==> src/rtl/sc_lanescroll_ctrl.sv <==
// ---------------------------------------------------------------------------
// sc_lanescroll_ctrl
//   Sequencer for NUM_LANES background-type lane shift registers.  A Moore FSM
//   walks IDLE -> CLEAR -> LOAD -> RUN.  In RUN a base-tick prescaler feeds a
//   per-lane down-counter.  When a lane's counter expires, that lane is marked
//   pending.  At most one pending lane is granted a shift per clock, and the
//   lowest index wins.  An 8-bit Fibonacci LFSR supplies a random nibble that
//   stays stable for the whole shift clock.  The LFSR steps on the clock edge
//   that ends each shift.
//
// Ports
//   SC_LaneScrollCtrl_CLOCK_50              clock, rising edge
//   SC_LaneScrollCtrl_RESET_InLow           async reset, active low
//   SC_LaneScrollCtrl_start_InLow           start/restart request, active low
//   SC_LaneScrollCtrl_pause_In              freeze scrolling while high
//   SC_LaneScrollCtrl_level_InBUS   [1:0]   speed level 0..3
//   SC_LaneScrollCtrl_period_InBUS  [PW]    clocks per base tick (0 acts as 1)
//   SC_LaneScrollCtrl_clear_OutLow  [N]     lane clear, low in CLEAR
//   SC_LaneScrollCtrl_load_OutLow   [N]     lane load, low in LOAD
//   SC_LaneScrollCtrl_shiftselection_OutBUS [2N] lane i = [2i+1:2i], 10 shift
//   SC_LaneScrollCtrl_random_OutBUS [3:0]   LFSR[3:0]
//   SC_LaneScrollCtrl_state_OutBUS  [1:0]   IDLE=00 CLEAR=01 LOAD=10 RUN=11
// ---------------------------------------------------------------------------

// Per-lane divider: a 5-bit down-counter of base ticks plus a pending flag.
module sc_lanescroll_lane #(
  parameter int IDX = 0
) (
  input  logic       SC_Lane_CLOCK_50,
  input  logic       SC_Lane_RESET_InLow,
  input  logic       flush,
  input  logic       reload,
  input  logic       tick,
  input  logic       grant,
  input  logic [1:0] level,
  output logic       pending
);
  logic [7:0] divFull;
  logic [4:0] reloadVal;
  logic [4:0] cnt;
  logic       due;

  // The division ratio is (IDX+1)*(4-level).  Level is only looked at here,
  // so a level change takes effect at the next reload.  A count already in
  // progress is never cut short.
  always_comb begin
    divFull   = 8'(IDX + 1) * (8'd4 - {6'd0, level});
    reloadVal = 5'(divFull - 8'd1);
  end

  assign due = tick && (cnt == 5'd0);

  always_ff @(posedge SC_Lane_CLOCK_50 or negedge SC_Lane_RESET_InLow) begin
    if (!SC_Lane_RESET_InLow) begin
      cnt     <= 5'd0;
      pending <= 1'b0;
    end else if (flush) begin
      cnt     <= 5'd0;
      pending <= 1'b0;
    end else if (reload) begin
      cnt     <= reloadVal;
      pending <= 1'b0;
    end else begin
      if (tick) cnt <= (cnt == 5'd0) ? reloadVal : cnt - 5'd1;
      // If the lane becomes due again, it stays pending.  This also holds when
      // it is being granted on the same clock, so no shift is lost.
      pending <= (pending && !grant) || due;
    end
  end
endmodule

module sc_lanescroll_ctrl #(
  parameter int         NUM_LANES = 4,
  parameter int         PERIODW   = 24,
  parameter logic [7:0] LFSR_SEED = 8'hA5
) (
  input  logic                   SC_LaneScrollCtrl_CLOCK_50,
  input  logic                   SC_LaneScrollCtrl_RESET_InLow,
  input  logic                   SC_LaneScrollCtrl_start_InLow,
  input  logic                   SC_LaneScrollCtrl_pause_In,
  input  logic [1:0]             SC_LaneScrollCtrl_level_InBUS,
  input  logic [PERIODW-1:0]     SC_LaneScrollCtrl_period_InBUS,
  output logic [NUM_LANES-1:0]   SC_LaneScrollCtrl_clear_OutLow,
  output logic [NUM_LANES-1:0]   SC_LaneScrollCtrl_load_OutLow,
  output logic [2*NUM_LANES-1:0] SC_LaneScrollCtrl_shiftselection_OutBUS,
  output logic [3:0]             SC_LaneScrollCtrl_random_OutBUS,
  output logic [1:0]             SC_LaneScrollCtrl_state_OutBUS
);
  typedef enum logic [1:0] {IDLE = 2'b00, CLEAR = 2'b01, LOAD = 2'b10, RUN = 2'b11} state_t;

  state_t               state, stateNext;
  logic                 runEn;
  logic                 baseTick;
  logic [PERIODW-1:0]   presc;
  logic [PERIODW-1:0]   periodEff;
  logic [NUM_LANES-1:0] pending;
  logic [NUM_LANES-1:0] grant;
  logic [7:0]           lfsr;

  // ---- FSM: state register ----
  always_ff @(posedge SC_LaneScrollCtrl_CLOCK_50 or negedge SC_LaneScrollCtrl_RESET_InLow) begin
    if (!SC_LaneScrollCtrl_RESET_InLow) state <= IDLE;
    else                                state <= stateNext;
  end

  // ---- FSM: next state ----
  // A start request wins from any state.  In IDLE it starts the sequence;
  // anywhere else it restarts the sequence.
  always_comb begin
    stateNext = state;
    if (!SC_LaneScrollCtrl_start_InLow) begin
      stateNext = CLEAR;
    end else begin
      case (state)
        IDLE:    stateNext = IDLE;
        CLEAR:   stateNext = LOAD;
        LOAD:    stateNext = RUN;
        RUN:     stateNext = RUN;
        default: stateNext = IDLE;
      endcase
    end
  end

  // ---- FSM: Moore outputs ----
  always_comb begin
    SC_LaneScrollCtrl_clear_OutLow = (state == CLEAR) ? '0 : '1;
    SC_LaneScrollCtrl_load_OutLow  = (state == LOAD)  ? '0 : '1;
    SC_LaneScrollCtrl_state_OutBUS = state;
  end

  assign runEn = (state == RUN) && !SC_LaneScrollCtrl_pause_In;

  // ---- base-tick prescaler ----
  // The test is >= rather than ==.  If the period input shrinks below the
  // current count, the prescaler wraps at once instead of running to 2^PERIODW.
  assign periodEff = (SC_LaneScrollCtrl_period_InBUS == '0) ? PERIODW'(1)
                                                           : SC_LaneScrollCtrl_period_InBUS;
  assign baseTick  = runEn && (presc >= periodEff - PERIODW'(1));

  always_ff @(posedge SC_LaneScrollCtrl_CLOCK_50 or negedge SC_LaneScrollCtrl_RESET_InLow) begin
    if (!SC_LaneScrollCtrl_RESET_InLow) presc <= '0;
    else if (state != RUN)              presc <= '0;
    else if (runEn)                     presc <= baseTick ? '0 : presc + PERIODW'(1);
  end

  // ---- lanes ----
  genvar gi;
  generate
    for (gi = 0; gi < NUM_LANES; gi++) begin : gLane
      sc_lanescroll_lane #(.IDX(gi)) uLane (
        .SC_Lane_CLOCK_50   (SC_LaneScrollCtrl_CLOCK_50),
        .SC_Lane_RESET_InLow(SC_LaneScrollCtrl_RESET_InLow),
        .flush              (state == CLEAR),
        .reload             (state == LOAD),
        .tick               (baseTick),
        .grant              (grant[gi]),
        .level              (SC_LaneScrollCtrl_level_InBUS),
        .pending            (pending[gi])
      );
    end
  endgenerate

  // The expression p & -p keeps only the lowest set bit.  That bit is the
  // single lane granted a shift this clock.
  assign grant = runEn ? (pending & (~pending + NUM_LANES'(1))) : '0;

  always_comb begin
    SC_LaneScrollCtrl_shiftselection_OutBUS = '0;
    for (int i = 0; i < NUM_LANES; i++)
      SC_LaneScrollCtrl_shiftselection_OutBUS[2*i +: 2] = grant[i] ? 2'b10 : 2'b00;
  end

  // ---- LFSR: taps 7,5,4,3; steps at the edge that ends a granted shift ----
  always_ff @(posedge SC_LaneScrollCtrl_CLOCK_50 or negedge SC_LaneScrollCtrl_RESET_InLow) begin
    if (!SC_LaneScrollCtrl_RESET_InLow) lfsr <= LFSR_SEED;
    else if (|grant)                    lfsr <= {lfsr[6:0], lfsr[7] ^ lfsr[5] ^ lfsr[4] ^ lfsr[3]};
  end

  assign SC_LaneScrollCtrl_random_OutBUS = lfsr[3:0];
endmodule
==> config.mk <==
export PLATFORM = sky130hd
export DESIGN_NAME = sc_lanescroll_ctrl
export DESIGN_NICKNAME = d
export VERILOG_FILES = /design/src/rtl/sc_lanescroll_ctrl.sv
export SDC_FILE = /design/constraint.sdc
export NUM_CORES = 1
export LEC_CHECK = 0
export BUFFER_PORTS_ARGS = -buffer_cell sky130_fd_sc_hd__buf_2
export CAP_MARGIN = 0
export CORE_AREA = 2 2 108 110
export DETAILED_ROUTE_END_ITERATION = 16
export DIE_AREA = 0 0 110 112
export PLACE_DENSITY = 0.55
export SLEW_MARGIN = 20
export SYNTH_ARGS = -nofsm -noshare
export SYNTH_HDL_FRONTEND = slang
export SYNTH_SLANG_ARGS = --single-unit
==> constraint.sdc <==
create_clock -name SC_LaneScrollCtrl_CLOCK_50 -period 6.1 [get_ports SC_LaneScrollCtrl_CLOCK_50]
set_input_delay 0.915 -clock SC_LaneScrollCtrl_CLOCK_50 [delete_from_list [all_inputs] [get_ports SC_LaneScrollCtrl_CLOCK_50]]
set_output_delay 0.915 -clock SC_LaneScrollCtrl_CLOCK_50 [all_outputs]
set_load 0.01 [all_outputs]
# Word level (Yosys, flattened, before mapping)
# Cells that the tools add are included.
op_classes:
  add_sub_neg: 12
  multipliers: 1
  n_div: 0
  magnitude_cmp: 1
  eq_ne: 4
  shift: 0
  mux: 37
  n_bitwise: 5
  n_reduce_logical: 29
ops:
  columns: ["operator", "count"]
  rows:
  - ["24-bit two-way mux", 4]
  - ["5-bit two-way mux", 16]
  - ["5-bit by 1-bit subtractor with 5-bit output (second input constant)", 8]
  - ["24-bit by 1-bit adder with 24-bit output (second input constant)", 1]
  - ["24-bit greater-or-equal comparator", 1]
  - ["24-bit logical NOT", 1]
  - ["24-bit by 1-bit subtractor with 24-bit output (second input constant)", 1]
  - ["5-bit logical NOT", 4]
  - ["4-bit two-way mux", 3]
  - ["1-bit logical AND", 10]
  - ["2-bit two-way mux", 5]
  - ["2-bit by 8-bit multiplier with 5-bit output (first input constant)", 1]
  - ["1-bit two-way mux", 8]
  - ["2-bit one-hot mux with 3 select lines", 1]
  - ["1-bit logical NOT", 5]
  - ["4-bit by 1-bit adder with 4-bit output (second input constant)", 1]
  - ["4-bit AND", 1]
  - ["2-bit == test (second input constant)", 2]
  - ["1-bit logical OR", 4]
  - ["4-bit NOT", 1]
  - ["4-bit OR reduction", 1]
  - ["3-bit by 2-bit subtractor with 4-bit output (first input constant)", 1]
  - ["3-bit nonzero test", 1]
  - ["1-bit XOR", 3]
  - ["other kinds (5)", 5]
word_totals:
  ff_bits: 58
  latch_bits: 0
  ram_bits: 0
  romBits: 0
  inputBits: 30
  out_inout_bits: 22
  elab_cells: 100
  mem_count: 0

# Depth between registers and ports, before layout
logic_depth:
  ltp_word: 9
  mapped_depth: 20

# Cells and area by module
# A second synthesis with hierarchy kept.
hier_totals:
  cells_unflattened: 540
  hier_area_um2: 4755.8
by_module_without_submodules:
  columns: ["mod", "instances", "cells_per_inst", "area_per_inst_um2", "seq_area_each_um2"]
  rows:
  - ["sc_lanescroll_ctrl", 1, 353, 2956.6, 855.8]
  - ["sc_lanescroll_lane at gLane[0].uLane", 1, 53, 500.5, 150.1]
  - ["sc_lanescroll_lane at gLane[2].uLane", 1, 48, 449.2, 150.1]
  - ["sc_lanescroll_lane at gLane[1].uLane", 1, 45, 427.9, 150.1]
  - ["sc_lanescroll_lane at gLane[3].uLane", 1, 41, 421.7, 150.1]

# Worst setup path after synthesis
# Ideal clock, no wire load.
synth_path:
  path_type: "input port to flip-flop"
  startpoint: "input port SC_LaneScrollCtrl_period_InBUS[16]"
  endpoint: "register gLane[3].uLane.cnt[4]"
  arrival_ns: 5.239
  required_ns: 5.974
  setup_slack_ns: 0.735
  path_stages: 19
  path_cell_list: "or3_1 -> or3_1 -> or4_1 -> nor4_4 -> a21oi_1 -> ha_1 -> nand2_2 -> or3_4 -> or3_4 -> nor3_2 -> xnor2_1 -> ha_1 -> nand4_1 -> nor4_1 -> a22oi_1 -> o211ai_1 -> o21ai_1 -> clkbuf_1 -> o311a_1"
synth_between:
  elab_chain_len: 6
synth_rtl:
  columns: ["element", "line_no", "rtl"]
  rows:
  - ["from (decl)", "82", "input logic [PERIODW-1:0] SC_LaneScrollCtrl_period_InBUS,"]
  - ["24-bit logical NOT", "136", "assign periodEff = (SC_LaneScrollCtrl_period_InBUS == '0) ? PERIODW'(1)"]
  - ["24-bit two-way mux *", "136", null]
  - ["24-bit by 1-bit subtractor with 24-bit output *", "138", "assign baseTick = runEn && (presc >= periodEff - PERIODW'(1));"]
  - ["24-bit greater-or-equal comparator *", "138", null]
  - ["1-bit logical AND *", "138", null]
  - ["3-bit nonzero test (no source line) *", null, null]
  - ["to (signal assigned)", "61", "cnt <= reloadVal;"]
  - ["to (signal assigned)", "64", "if (tick) cnt <= (cnt == 5'd0) ? reloadVal : cnt - 5'd1;"]
  - ["to (decl)", "40", "logic [4:0] cnt;"]
# Mark *: on every way between the ends. The rest lies on a longest branch, timed or not.
# A chain may end at the register's enable or synchronous reset.

# Worst setup path after layout
layout_path:
  startpoint: "input port SC_LaneScrollCtrl_period_InBUS[16]"
  endpoint: "register gLane[0].uLane.cnt[2]"
layout_between:
  elab_chain_len: 6
layout_rtl:
  columns: ["element", "line_no"]
  rows:
  - ["24-bit logical NOT", "136"]
  - ["24-bit two-way mux *", "136"]
  - ["24-bit by 1-bit subtractor with 24-bit output *", "138"]
  - ["24-bit greater-or-equal comparator *", "138"]
  - ["1-bit logical AND *", "138"]
  - ["3-bit nonzero test (no source line) *", null]
  - ["to (signal assigned)", "61"]
  - ["to (signal assigned)", "64"]
  - ["to (decl)", "40"]
# Marks and branches as above.

==> summary.md <==
| Metric | Value |
|---|---|
| Result of the run | complete, no violations |
| Final Total Pwr | 0.00123 W |
| Unrepaired setup endpoints after global routing | no |
| Row Count | 39 |
| Synth Cell Area | 4380 sq um |
| Area occupied by multi-input gates | 2650 sq um |
| R2R setup slack | 3160 ps |
| Clock transition at the registers of the reported paths | 50 ps |
| Buffer depth of the longest clock path | 2 |
| Least-Margin Pin Slew | 805 ps |
| Initial Utilization | 39.2% |
| Clock buffer count from CTS | 9 |
| Total congestion overflow after global routing | 0 |
| Violation count after the first detailed-routing iteration | 266 |
| FF/Latch Area | 1460 sq um |
| Hold Path Depth | 1 |
| Reported net switching power | 0.000360 W |
| Relative contribution of the clock network to total power | 42.6% |
| Count of inserted antenna diode cells | 0 |
| Count of mapped cells out of synthesis | 517 |
| Number of gates resized after cts | 0 |
| Total wire length after detailed routing | 10.4 mm |
| Clk root buf | sky130_fd_sc_hd__clkbuf_16 |
| Leak pwr | 2.14 nW |
| MaxCap Viol Count | 0 |
| Pre-antenna DRT Iters | 4 |
| Number of enable flip-flop cells after synthesis | 0 |
| Category of the most critical setup path | input pin to flop |
| Via count of the first global-routing pass | 3730 |
| Post-synthesis cell type with the largest combined area | sky130_fd_sc_hd__dfrtp_1 |
| Via count | 3924 |
| Number of primary I/O pins | 52 |
| Filler-free cell count of the finished design | 701 |
| Routability-driven placement congestion ratio | 0.833 |
| TNS Setup | 0 ps |
| Worst max-slew margin expressed relative to the limit | 45.8% |
| Die Wd | 110 microns |
| Worst-Skew Late Latency | 330 ps |
| Internal power summed over all cells | 0.000867 W |
| DRC violation count after routing | 0 |
| Number of storage elements in the synthesis netlist | 58 |
| Worst Path Arrival | 5930 ps |
| Post-DR wirelength/cell | 14.9 microns |
| Mean instance size in the synthesized netlist | 8.47 sq um |
| Startpoint of the most critical hold path | presc[23]$_DFFE_PN0P_ |
| GRT Overall Usage | 17.7% |
| Num Clock Sinks | 58 |
| Clock period minus worst slack | 5690 ps |
| Share of Yosys cell area claimed by the top area cell type | 30.9% |
| Sequential share of power | 36.0% |
| Most common flop cell mapped by yosys | sky130_fd_sc_hd__dfrtp_1 |
| Portion of the clock cycle consumed by the worst path in the final layout | 93.3% |
| Cells taking the most area after synthesis | sky130_fd_sc_hd__dfrtp_1, sky130_fd_sc_hd__ha_1, sky130_fd_sc_hd__nand2_1 |
| Synth unique cells | 56 |
| Wire length of the first global-routing pass | 17.4 mm |
| Number of routed nets with antenna violations | 0 |
| Net switching share of the total power | 29.3% |
| H-Tree Depth | 3 |
| Number of nets in the final layout | 619 |
| Die outline area | 12300 sq um |
| Worst reg-to-reg path cell count | 9 |
| Port Buffers | 47 |
| Async SR Flop Fraction | 100% |
| Die Y-Extent | 112 microns |
| Average via count per standard cell | 5.60 |
| Largest net degree at the start of global routing | 59 |
| Share of post-route cells with drive strength above 1 | 16.7% |
| Core region area | 11200 sq um |
| Reg-to-reg critical path endpoint | gLane[2].uLane.cnt[0]$_DFFE_PN0P_ |
| Final Hold Vio Count | 0 |
| Worst VDD drop | 112 uV |
| Highest clock rate | 0.176 GHz |
| Fillers | 1123 |
| Start of the worst register-to-register path | presc[7]$_DFFE_PN0P_ |
| Worst setup EP type | flop |
| Kind of start point of the critical path | input pin |
| Cts hold-fix bufs | 0 |
| Endpoints failing setup | 0 |
| Required time of the critical path | 6340 ps |
| Number of placed cells counting well taps | 685 |
| Critical path peak fanout | 17 |
| Area overhead of the layout relative to synthesis | 13.9% |
| Hold path endpoint | presc[23]$_DFFE_PN0P_ |
| Sequential fraction of the synthesis area | 33.3% |
| Number of warnings reported in the yosys synthesis log | 0 |
| Number of post-CTS setup repair buffers | 0 |
| Half-perimeter wire length after detailed placement | 7.64 mm |
| CTS tree | built |
| Slew Viols, Final | 0 |
| Hold Path Class | flop to flop |
| Number of antenna violations at the first check in global routing | 0 |
| Total power density per cell area | 246 nW/um^2 |
| Share of power burned in combinational logic | 21.4% |
| Worst Skew | 7.80 ps |
-- power groups by stage --
stage               Sequential [W]  Combinational [W]  Clock, W
detailed placement        0.000447           0.000263         0
finish                    0.000441           0.000262  0.000523
global route              0.000445           0.000300  0.000548
CTS                       0.000441           0.000264  0.000536
global placement          0.000448           0.000260         0
floorplan                 0.000437           0.000195         0
-- metal layers --
| metal | vias up | global-route usage, % | share of wire, % |
|---|---|---|---|
| met5 | - | 0 | 0 |
| li1 | 1945 | - | - |
| met2 | 61 | 28.3 | 47 |
| met4 | 0 | 4.56 | 1.2 |
| met3 | 12 | 3.63 | 3.5 |
| met1 | 1906 | 24.2 | 48 |
-- per-stage QoR --
stage | hold WS, ps | utilization [%] | instance area [sq um] | setup WS, ps
CTS | 489 | 44.6 | 4980 | 458
finish | 483 | 44.6 | 4980 | 410
detailed placement | 475 | 41.8 | 4670 | 138
floorplan | 447 | - | 4390 | 735
global placement | 477 | 41.8 | 4670 | 284
global route | 513 | 44.6 | 4980 | 91.1
-- sequential cells by signal (all words and copies together), names as in the netlist --
register,cells
lfsr,8
presc,24
gLane.uLane.cnt,20
gLane.uLane.pending,4
SC_LaneScrollCtrl_state_OutBUS,2
-- placed cells by master, fill, tap and decap left out, drive strengths merged, types with 3 or more instances in the layout --
cell and count:
clkbuf 14, inv 25, a21oi 31, mux2 7, xnor2 22, xor2 4
or3 13, dfrtp 54, mux2i 10, buf 55, ha 36, o22ai 6
o311a 3, o211ai 4, and3 6, conb 4, and2 7, nand2 54
nor2 34, nor3 31, or4 4, nor4 12, a31oi 7, o21ai 45
nand3 18, o31ai 5, nand4 10, dfstp 4
-- cell usage after synthesis, types with 2 or more instances --
master / number
sky130_fd_sc_hd__o31ai_1: 5
sky130_fd_sc_hd__o21ai_1: 26
sky130_fd_sc_hd__o21a_1: 2
sky130_fd_sc_hd__dfstp_2: 4
sky130_fd_sc_hd__or3_4: 3
sky130_fd_sc_hd__and3_1: 6
sky130_fd_sc_hd__a31oi_1: 7
sky130_fd_sc_hd__nand3_1: 18
sky130_fd_sc_hd__mux2i_1: 10
sky130_fd_sc_hd__o22ai_1: 6
sky130_fd_sc_hd__nor4_1: 11
sky130_fd_sc_hd__nand4_1: 10
sky130_fd_sc_hd__nor2_1: 34
sky130_fd_sc_hd__buf_4: 18
sky130_fd_sc_hd__and2_1: 7
sky130_fd_sc_hd__mux2_2: 7
sky130_fd_sc_hd__o21bai_1: 2
sky130_fd_sc_hd__or4_4: 2
sky130_fd_sc_hd__or3_1: 10
sky130_fd_sc_hd__o311a_1: 3
sky130_fd_sc_hd__o21ai_0: 19
sky130_fd_sc_hd__xnor2_1: 22
sky130_fd_sc_hd__ha_1: 36
sky130_fd_sc_hd__inv_1: 25
sky130_fd_sc_hd__o41ai_1: 2
sky130_fd_sc_hd__clkbuf_1: 15
sky130_fd_sc_hd__or4_1: 2
sky130_fd_sc_hd__o211ai_1: 4
sky130_fd_sc_hd__nor2b_1: 2
sky130_fd_sc_hd__a22oi_1: 2
sky130_fd_sc_hd__dfrtp_1: 54
sky130_fd_sc_hd__nor3_2: 3
sky130_fd_sc_hd__o2bb2ai_1: 2
sky130_fd_sc_hd__xor2_1: 4
sky130_fd_sc_hd__nand3b_1: 2
sky130_fd_sc_hd__a211oi_1: 2
sky130_fd_sc_hd__a21oi_1: 31
sky130_fd_sc_hd__a41oi_1: 2
sky130_fd_sc_hd__nand2_1: 53
sky130_fd_sc_hd__nor3_1: 28
-- critical path, cell delays in order --
cell                       delay [ps]
sky130_fd_sc_hd__buf_2            130
sky130_fd_sc_hd__or3_1            420
sky130_fd_sc_hd__or3_1            390
sky130_fd_sc_hd__or4_1            580
sky130_fd_sc_hd__nor4_4           270
sky130_fd_sc_hd__a21oi_1          160
sky130_fd_sc_hd__ha_1             250
sky130_fd_sc_hd__nand2_2          110
sky130_fd_sc_hd__or3_4            150
sky130_fd_sc_hd__or3_4            150
sky130_fd_sc_hd__nor3_2            60
sky130_fd_sc_hd__xnor2_1          120
sky130_fd_sc_hd__ha_1             290
sky130_fd_sc_hd__nand4_1          130
sky130_fd_sc_hd__nor4_1           420
sky130_fd_sc_hd__a22oi_1          130
sky130_fd_sc_hd__o211ai_1         270
sky130_fd_sc_hd__o21ai_2          320
sky130_fd_sc_hd__or4b_1           540
sky130_fd_sc_hd__a21oi_1          130
-- logic make-up after synthesis --
| kind of cell | synth area share (%) |
|---|---|
| adder cells (fa/ha/maj) | 10.3 |
| XOR/XNOR | 5.20 |
| buffers and inverters | 6.52 |
| flip-flops | 33.3 |
| other | 0.0857 |
| AND/OR/NAND/NOR | 23.3 |
| AO/OA/AOI/OAI | 17.2 |
| multiplexers | 4.09 |
-- worst max-delay path by stage --
stage                                             startpoint                                 to  slack, ps
after floorplan           SC_LaneScrollCtrl_period_InBUS[16]  gLane[3].uLane.cnt[4]$_DFFE_PN0P_        740
after global placement    SC_LaneScrollCtrl_period_InBUS[16]  gLane[2].uLane.cnt[0]$_DFFE_PN0P_        280
after detailed placement  SC_LaneScrollCtrl_period_InBUS[16]  gLane[0].uLane.cnt[2]$_DFFE_PN0P_        140
after CTS                 SC_LaneScrollCtrl_period_InBUS[16]  gLane[0].uLane.cnt[2]$_DFFE_PN0P_        460
after global routing      SC_LaneScrollCtrl_period_InBUS[16]  gLane[0].uLane.cnt[2]$_DFFE_PN0P_         90
final                     SC_LaneScrollCtrl_period_InBUS[16]  gLane[0].uLane.cnt[2]$_DFFE_PN0P_        410
-- layout make-up --
type	instances	share of cell area [%]
sequential	58	29.2
inverter	25	1.88
clock inverter	2	0.703
timing repair buffer	55	5.93
multi-input combinational	404	53.2
clock buffer	14	5.50
tap	143	3.59
No activity file was read; power rests on OpenSTA's default activity.
